## src/rtl/riscv_lsu_pkg.sv

```systemverilog
// Shared types and constants for the MEM-stage load/store unit.
// Access-size encodings, funct3 opcodes and the alignment rule live here.
package riscv_lsu_pkg;

   typedef enum logic [2:0] {
      ST_IDLE  = 3'd0,
      ST_REQ   = 3'd1,
      ST_WAIT  = 3'd2,
      ST_RESP  = 3'd3,
      ST_FAULT = 3'd4
   } lsu_state_e;

   localparam logic [1:0] SZ_B = 2'd0;
   localparam logic [1:0] SZ_H = 2'd1;
   localparam logic [1:0] SZ_W = 2'd2;
   localparam logic [1:0] SZ_D = 2'd3;

   localparam logic [2:0] F3_LB  = 3'b000;
   localparam logic [2:0] F3_LH  = 3'b001;
   localparam logic [2:0] F3_LW  = 3'b010;
   localparam logic [2:0] F3_LD  = 3'b011;
   localparam logic [2:0] F3_LBU = 3'b100;
   localparam logic [2:0] F3_LHU = 3'b101;
   localparam logic [2:0] F3_LWU = 3'b110;
   localparam logic [2:0] F3_SB  = 3'b000;
   localparam logic [2:0] F3_SH  = 3'b001;
   localparam logic [2:0] F3_SW  = 3'b010;
   localparam logic [2:0] F3_SD  = 3'b011;

   // An access must be naturally aligned inside its doubleword.
   function automatic logic misaligned(input logic [1:0] size, input logic [2:0] off);
      logic bad;
      case (size)
         SZ_B:    bad = 1'b0;
         SZ_H:    bad = off[0];
         SZ_W:    bad = (off[1:0] != 2'b00);
         SZ_D:    bad = (off != 3'b000);
         default: bad = 1'b1;
      endcase
      return bad;
   endfunction

endpackage

```

## src/rtl/riscv_lsu_align.sv

```systemverilog
// Byte-lane steering: byte-enable generation, store lane shift and load right-shift.
// Purely combinational; the caller picks which offset drives each path.
module riscv_lsu_align
   import riscv_lsu_pkg::*;
#(
   parameter int XLEN = 64
) (
   input  logic [1:0]                    size,
   input  logic [$clog2(XLEN/8)-1:0]     off,
   input  logic [XLEN-1:0]               wdata,
   input  logic [$clog2(XLEN/8)-1:0]     rd_off,
   input  logic [XLEN-1:0]               mem_rdata,
   output logic [XLEN/8-1:0]             be,
   output logic [XLEN-1:0]               lane_wdata,
   output logic [XLEN-1:0]               rdata
);

   localparam int NB = XLEN / 8;

   logic [NB-1:0] be_base_s;

   // Unshifted byte-enable mask for the access size.
   always_comb begin
      be_base_s = {NB{1'b0}};
      case (size)
         SZ_B:    be_base_s = NB'(8'h01);
         SZ_H:    be_base_s = NB'(8'h03);
         SZ_W:    be_base_s = NB'(8'h0F);
         SZ_D:    be_base_s = {NB{1'b1}};
         default: be_base_s = {NB{1'b0}};
      endcase
   end

   assign be         = be_base_s << off;
   assign lane_wdata = wdata << {off, 3'b000};
   assign rdata      = mem_rdata >> {rd_off, 3'b000};

endmodule

```

## src/rtl/riscv_lsu.sv

```systemverilog
// MEM-stage load/store unit: one doubleword bus access per instruction on a req/gnt/rvalid bus,
// stalling the pipeline until the access (or an alignment fault) completes.
module riscv_lsu
   import riscv_lsu_pkg::*;
#(
   parameter int XLEN   = 64,
   parameter int ADDR_W = 64
) (
   input  logic                 i_riscv_lsu_clk,
   input  logic                 i_riscv_lsu_rst_n,
   input  logic                 i_riscv_lsu_valid,
   input  logic                 i_riscv_lsu_load,
   input  logic                 i_riscv_lsu_store,
   input  logic [2:0]           i_riscv_lsu_funct3,
   input  logic [ADDR_W-1:0]    i_riscv_lsu_addr,
   input  logic [XLEN-1:0]      i_riscv_lsu_wdata,
   output logic                 o_riscv_lsu_stall,
   output logic                 o_riscv_lsu_done,
   output logic                 o_riscv_lsu_misaligned,
   output logic [XLEN-1:0]      o_riscv_lsu_rdata,
   output logic [2:0]           o_riscv_lsu_memext_sel,
   output logic                 o_riscv_lsu_mem_req,
   output logic                 o_riscv_lsu_mem_we,
   output logic [ADDR_W-1:0]    o_riscv_lsu_mem_addr,
   output logic [XLEN-1:0]      o_riscv_lsu_mem_wdata,
   output logic [XLEN/8-1:0]    o_riscv_lsu_mem_be,
   input  logic                 i_riscv_lsu_mem_gnt,
   input  logic                 i_riscv_lsu_mem_rvalid,
   input  logic [XLEN-1:0]      i_riscv_lsu_mem_rdata
);

   localparam int NB = XLEN / 8;
   localparam int OW = $clog2(NB);

   lsu_state_e      state_r;
   logic            done_r;
   logic            misaligned_r;
   logic            req_r;
   logic            we_r;
   logic [ADDR_W-1:0] addr_r;
   logic [XLEN-1:0] wdata_r;
   logic [NB-1:0]   be_r;
   logic [XLEN-1:0] rdata_r;
   logic [2:0]      sel_r;
   logic [2:0]      funct3_r;
   logic [OW-1:0]   rd_off_r;
   logic            ld_r;

   logic            op_s;
   logic            fault_s;
   logic [OW-1:0]   off_s;
   logic [NB-1:0]   be_s;
   logic [XLEN-1:0] lane_wdata_s;
   logic [XLEN-1:0] shifted_s;

   assign op_s    = i_riscv_lsu_valid & (i_riscv_lsu_load | i_riscv_lsu_store);
   assign off_s   = i_riscv_lsu_addr[OW-1:0];
   assign fault_s = (i_riscv_lsu_load & i_riscv_lsu_store)
                  | misaligned(i_riscv_lsu_funct3[1:0], i_riscv_lsu_addr[2:0]);

   // Store path steers with the live offset; load path uses the offset captured at request time.
   riscv_lsu_align #(.XLEN(XLEN)) u_align (
      .size       (i_riscv_lsu_funct3[1:0]),
      .off        (off_s),
      .wdata      (i_riscv_lsu_wdata),
      .rd_off     (rd_off_r),
      .mem_rdata  (i_riscv_lsu_mem_rdata),
      .be         (be_s),
      .lane_wdata (lane_wdata_s),
      .rdata      (shifted_s)
   );

   // Access sequencer with all bus and result outputs registered.
   always_ff @(posedge i_riscv_lsu_clk or negedge i_riscv_lsu_rst_n) begin
      if (!i_riscv_lsu_rst_n) begin
         state_r      <= ST_IDLE;
         done_r       <= 1'b0;
         misaligned_r <= 1'b0;
         req_r        <= 1'b0;
         we_r         <= 1'b0;
         addr_r       <= {ADDR_W{1'b0}};
         wdata_r      <= {XLEN{1'b0}};
         be_r         <= {NB{1'b0}};
         rdata_r      <= {XLEN{1'b0}};
         sel_r        <= 3'b000;
         funct3_r     <= 3'b000;
         rd_off_r     <= {OW{1'b0}};
         ld_r         <= 1'b0;
      end else begin
         case (state_r)
            ST_IDLE: begin
               done_r       <= 1'b0;
               misaligned_r <= 1'b0;
               if (op_s && fault_s) begin
                  state_r      <= ST_FAULT;
                  done_r       <= 1'b1;
                  misaligned_r <= 1'b1;
               end else if (op_s) begin
                  state_r  <= ST_REQ;
                  req_r    <= 1'b1;
                  we_r     <= i_riscv_lsu_store;
                  addr_r   <= {i_riscv_lsu_addr[ADDR_W-1:OW], {OW{1'b0}}};
                  wdata_r  <= lane_wdata_s;
                  be_r     <= be_s;
                  funct3_r <= i_riscv_lsu_funct3;
                  rd_off_r <= off_s;
                  ld_r     <= i_riscv_lsu_load;
               end else begin
                  state_r <= ST_IDLE;
               end
            end
            ST_REQ: begin
               if (i_riscv_lsu_mem_gnt) begin
                  req_r <= 1'b0;
                  if (!ld_r) begin
                     state_r <= ST_RESP;
                     done_r  <= 1'b1;
                  end else if (i_riscv_lsu_mem_rvalid) begin
                     state_r <= ST_RESP;
                     done_r  <= 1'b1;
                     rdata_r <= shifted_s;
                     sel_r   <= funct3_r;
                  end else begin
                     state_r <= ST_WAIT;
                  end
               end else begin
                  state_r <= ST_REQ;
               end
            end
            ST_WAIT: begin
               if (i_riscv_lsu_mem_rvalid) begin
                  state_r <= ST_RESP;
                  done_r  <= 1'b1;
                  rdata_r <= shifted_s;
                  sel_r   <= funct3_r;
               end else begin
                  state_r <= ST_WAIT;
               end
            end
            ST_RESP: begin
               state_r <= ST_IDLE;
               done_r  <= 1'b0;
            end
            ST_FAULT: begin
               state_r      <= ST_IDLE;
               done_r       <= 1'b0;
               misaligned_r <= 1'b0;
            end
            default: begin
               state_r      <= ST_IDLE;
               done_r       <= 1'b0;
               misaligned_r <= 1'b0;
               req_r        <= 1'b0;
            end
         endcase
      end
   end

   // Stall drops in the done cycle so the pipeline advances on that edge.
   assign o_riscv_lsu_stall      = op_s & ~done_r;
   assign o_riscv_lsu_done       = done_r;
   assign o_riscv_lsu_misaligned = misaligned_r;
   assign o_riscv_lsu_rdata      = rdata_r;
   assign o_riscv_lsu_memext_sel = sel_r;
   assign o_riscv_lsu_mem_req    = req_r;
   assign o_riscv_lsu_mem_we     = we_r;
   assign o_riscv_lsu_mem_addr   = addr_r;
   assign o_riscv_lsu_mem_wdata  = wdata_r;
   assign o_riscv_lsu_mem_be     = be_r;

endmodule

```

## config.mk

```make
export PLATFORM = sky130hd
export DESIGN_NAME = riscv_lsu
export DESIGN_NICKNAME = d
export VERILOG_FILES = /design/src/rtl/riscv_lsu_pkg.sv /design/src/rtl/riscv_lsu_align.sv /design/src/rtl/riscv_lsu.sv
export SDC_FILE = /design/constraint.sdc
export NUM_CORES = 1
export LEC_CHECK = 0
export CAP_MARGIN = 20
export CORE_UTILIZATION = 46
export CTS_CLUSTER_DIAMETER = 50
export DETAILED_ROUTE_END_ITERATION = 16
export PLACE_DENSITY_LB_ADDON = 0.15
export SYNTH_ARGS = -nofsm -noshare
export SYNTH_HDL_FRONTEND = slang
export SYNTH_SLANG_ARGS = --single-unit
```

## constraint.sdc

```tcl
create_clock -name i_riscv_lsu_clk -period 2.6 [get_ports i_riscv_lsu_clk]
set_clock_uncertainty 0.2 [all_clocks]
set_input_delay 0.26 -clock i_riscv_lsu_clk [delete_from_list [all_inputs] [get_ports i_riscv_lsu_clk]]
set_output_delay 0.26 -clock i_riscv_lsu_clk [all_outputs]
set_load 0.03 [all_outputs]
```

## After elaboration in Yosys (flattened, before gate mapping)

Cells that the tools add are included.

- Register bits: 214
- Bits of input ports: 202
- Output and inout bits: 208

- Eq/ne operators: 11
- Shift-type cells: 3
- Muxes and demuxes: 26
- Bitwise logic cells: 8
- Reduce and logical (&&, ||, !) cells: 11

Operators with widths:

| kind | count |
|---|---|
| $mux 64 | 3 |
| $pmux 64 s2 | 1 |
| $shl 64x6->64 | 1 |
| $shr 64x6->64 | 1 |
| $pmux 8 s4 | 1 |
| $mux 3 | 5 |
| $mux 1 | 10 |
| $pmux 3 s3 | 1 |
| $ne 2x2->1 const B | 4 |
| $shl 8x3->8 | 1 |
| $eq 3x2->1 const B | 2 |
| $pmux 1 s3 | 2 |
| $pmux 3 s2 | 1 |
| $reduce_and 3->1 | 2 |
| $reduce_or 3->1 | 2 |
| $eq 2x2->1 const B | 2 |
| $pmux 1 s4 | 1 |
| $reduce_and 4->1 | 1 |
| $reduce_bool 2->1 | 2 |
| $and 1x1->1 | 3 |
| $eq 3x1->1 const B | 1 |
| $eq 3x3->1 const B | 1 |
| $logic_not 3->1 | 1 |
| $not 1->1 | 3 |
| 6 further kinds | 7 |

## Longest topological paths before layout

- Depth in word-level cells: 6
- Mapped depth: 8

## Modules after synthesis

A second synthesis with hierarchy kept.

- Cell total of the unflattened synthesis: 954
- Area, all modules: 11654.9 um2

Modules (own cells, without submodules):

| module | instances | cells an instance | area an instance (um2) |
|---|---|---|---|
| riscv_lsu | 1 | 480 | 8090.3 |
| riscv_lsu_align | 1 | 474 | 3564.7 |

## Worst setup path before layout

No wires, ideal clock.

- Path kind: register to register
- Start point: register state_r[2]
- End point: register funct3_r[2]
- Setup time: 125 ps
- Arrival time: 1839 ps
- Data required time: 2275 ps
- Slack: 436 ps
- Stages on the path, launching flop included: 7
- Path buffers: 3
- Period minus slack after synthesis: 2164 ps
- Cell sequence: dfrtp_1 -> buf_6 -> or4_4 -> buf_6 -> nor2_8 -> buf_12 -> mux2_4

- Longest elaborated chain between the ends: 2

Ends and longest elaborated chain:

| what | line | RTL |
|---|---|---|
| start: declaration | riscv_lsu.sv:35 | `lsu_state_e state_r;` |
| start signal: assignment | riscv_lsu.sv:76 | `state_r <= ST_IDLE;` |
| start signal: assignment | riscv_lsu.sv:95 | `state_r <= ST_FAULT;` |
| start signal: assignment | riscv_lsu.sv:99 | `state_r <= ST_REQ;` |
| $logic_not 3->1 | riscv_lsu.sv:90 | `case (state_r)` |
| $reduce_and 3->1 (no source line) | -- |  |
| end signal: assignment | riscv_lsu.sv:105 | `funct3_r <= i_riscv_lsu_funct3;` |
| end: declaration | riscv_lsu.sv:45 | `logic [2:0] funct3_r;` |

No other way between the ends.
A chain may end at the register's enable or synchronous reset.

## Worst setup path in the final report

- Start point: input port i_riscv_lsu_store
- End point: output port o_riscv_lsu_stall

- Longest elaborated chain between the ends: 3

Ends and longest elaborated chain:

| what | line | RTL |
|---|---|---|
| start: declaration | riscv_lsu.sv:13 | `input logic i_riscv_lsu_store,` |
| $or 1x1->1 | riscv_lsu.sv:56 | `assign op_s = i_riscv_lsu_valid & (i_riscv_lsu_load \| i_riscv_lsu_store);` |
| $and 1x1->1 | riscv_lsu.sv:56 |  |
| $and 1x1->1 | riscv_lsu.sv:160 | `assign o_riscv_lsu_stall = op_s & ~done_r;` |
| end: declaration | riscv_lsu.sv:17 | `output logic o_riscv_lsu_stall,` |

No other way between the ends.

==> out/results.ini <==
[detailed_routing]
wl_per_cell_um=22.6
routed_wirelength_um=41100
first_pass_iters=5
drt_iter0_markers=740
ant_nets=0
via_per_inst=5.72
drc=0
num_vias=10400

[global_routing]
grt_usage_pct=30.3
grt_busiest_layer=met2
use_met1_pct=38.7
antenna_found_initial=0
grt_pass1_vias=10400
gr-total-overflow=0
met3_usage_pct=6.93
grt_max_degree=68
grt.met2_usage_pct=50.7
grt_pass1_wl_um=61600

[clocking]
clk-insertion-delay-late_ns=0.53
cts_root_buf=clkbuf_16
postCtsHoldBufs=3
post-cts-setup-buffer-count=0
cts.reportedPaths.clkPinSlew_ns=0.06
ctsLongestPathBuffers=3
cts_resized=0
h-tree-depth=1
tritoncts=done
numCtsBuffers=28
cts_sinks=214

[timing]
whs_ns=0.0375
setup_tns_ns=0
tightest_slew_ns=0.774
maxSlewHeadroom_pct=48.3
setup_viol_count_final=0
setup_ws_ns=0.341
hold_viol_final=0
fin_crit_sh_pct=86.9
rsz0062_at_grt=false
min_period_ns=2.26
fmax_ghz=0.443
slew_viol_final=0

[power]
power_per_cell_area_nw_per_um2=1230
max-vdd-ir-drop_mv=0.875
cellLeakagePower_nw=7.48

[logic_synthesis]
yosys-mux-area-fraction_pct=25.4
synth-simple-area-share_pct=8.19
synth_top_area_cell=dfrtp_1
syn-cell-area_um2=11900
synth_edf_count=0
synth_fa_ha_area_share_pct=0
yosys_warnings=0
netlist_top_cells_area=dfrtp_1, mux2_4, mux2i_1
yosysSeqAreaShare_pct=45.1
ys_top_cells_by_count=dfrtp_1, nand2_1, o21ai_0, mux2_4, mux2i_1
synth_top_family_by_area=multiplexers
synthFlopType=dfrtp_1
syn_inst=1066
ys_ff_latch=214
synth_compound_area_share_pct=15.9
synth_cell_types=53
async_reset_ff_share_pct=100
synth.most_common_cell=dfrtp_1
synth.top_cell.area_share_pct=45.1
syn_area_per_cell_um2=11.2
synth_xor_area_share_pct=0

[critical_path]
cp_slowest_stage_delay_ns=0.69
cp_top_family=buffers and inverters
criticalPathCategory=primary input to output pin
cpMostUsedCell=clkdlybuf4s50_1
arrival_ns=1.80
endpoint_kind=output pin
critPathMaxFanout=3
crit_slowest_cell=clkdlybuf4s50_1
critPathBufInv=3
startpoint_type=primary input
path_cells=clkdlybuf4s50_1, o21ai_1, buf_4, nor2_1, clkdlybuf4s50_1
critPathRequiredTime_ns=2.14

[die]
dieArea_um2=26500
num_rows=58
die_y_um=163
die_w_um=163
num_io_pins=410
start_util_pct=47.1
core-area_um2=25300

[place]
post-place-ws_ns=0.0969
port_buffers=406
dp_hpwl_um=30400
place.gp.congestion=0.933

[final_layout]
multi_input_area_um2=5920
diodes=0
layout.nets=1669
area_growth_pct=46.5
n_fill_cell=1905
drive_gt1_share_pct=19.2
regArea_um2=5360

[job]
cap_viol_max_count=0

[min_path]
hp-class=primary input to async pin

[run_status]
outcome=finished, final reports clean

[registers in the layout, indices dropped and copies added (netlist names), 3 cells and up]
name,count
o_riscv_lsu_mem_addr,61
funct3_r,3
o_riscv_lsu_memext_sel,3
o_riscv_lsu_mem_wdata,64
state_r,3
rd_off_r,3
o_riscv_lsu_rdata,64
o_riscv_lsu_mem_be,8
[worst paths after layout]
check | from | end | slack, ns | cells after the start
min reg2reg | o_riscv_lsu_rdata[58]$_DFFE_PN0P_ | o_riscv_lsu_rdata[58]$_DFFE_PN0P_ | 0.26 | 2
min | i_riscv_lsu_rst_n | o_riscv_lsu_rdata[8]$_DFFE_PN0P_ | 0.04 | 2
max reg2reg | state_r[0]$_DFF_PN0_ | o_riscv_lsu_mem_addr[33]$_DFFE_PN0P_ | 0.37 | 4
max in group asynchronous | i_riscv_lsu_rst_n | o_riscv_lsu_mem_addr[60]$_DFFE_PN0P_ | 1.35 | 3
min in group i_riscv_lsu_clk | i_riscv_lsu_addr[3] | o_riscv_lsu_mem_addr[3]$_DFFE_PN0P_ | 0.14 | 2
max | i_riscv_lsu_store | o_riscv_lsu_stall | 0.34 | 5
[placed cells by master, fill, tap and decap left out, types with 16 or more instances in the layout]
cell / instances
mux2_4: 90
mux2_2: 60
o21ai_0: 103
nor2_1: 38
clkdlybuf4s50_1: 402
a21oi_1: 18
nand2_1: 120
buf_4: 47
o31ai_1: 25
a2bb2oi_1: 16
a22oi_1: 28
dfrtp_1: 211
mux2i_1: 79
clkbuf_16: 29
[power breakdown]
group          leakage [nW]  switching, W  internal [W]
registers              2.69       0.00105       0.00484
clock network         0.482       0.00154       0.00246
logic                  4.31       0.00633       0.00525
[logic make-up after synthesis]
logic type / count (synthesis)
AO/OA/AOI/OAI: 285
multiplexers: 238
AND/OR/NAND/NOR: 218
flip-flops: 214
buffers and inverters: 110
other: 1
[metal layers]
layer / share of wire, % / wire, µm
met1: 40 / 16300
met2: 49 / 20000
met3: 8.4 / 3470
met4: 3.1 / 1260
met5: 0 / 0
[cell type report]
type	count	share of cell area [%]
Clock inverter	16	1.01
Inverter	9	0.194
Clock buffer	36	4.55
Timing Repair Buffer	470	27.1
Multi-Input combinational cell	744	34.0
Sequential cell	214	30.8
Tap cell	330	2.37
[through the flow]
step / utilization, % / power, W / cell area, µm² / instances
floorplan: - / 0.0126 / 11900 / 1068
global placement: 65.0 / 0.0173 / 16400 / 1764
detailed placement: 65.0 / 0.0174 / 16400 / 1764
CTS: 68.9 / 0.0216 / 17400 / 1819
global route: 68.9 / 0.0224 / 17400 / 1819
finish: 68.9 / 0.0215 / 17400 / 1819
Note: power is estimated with default switching activity, not from simulation.
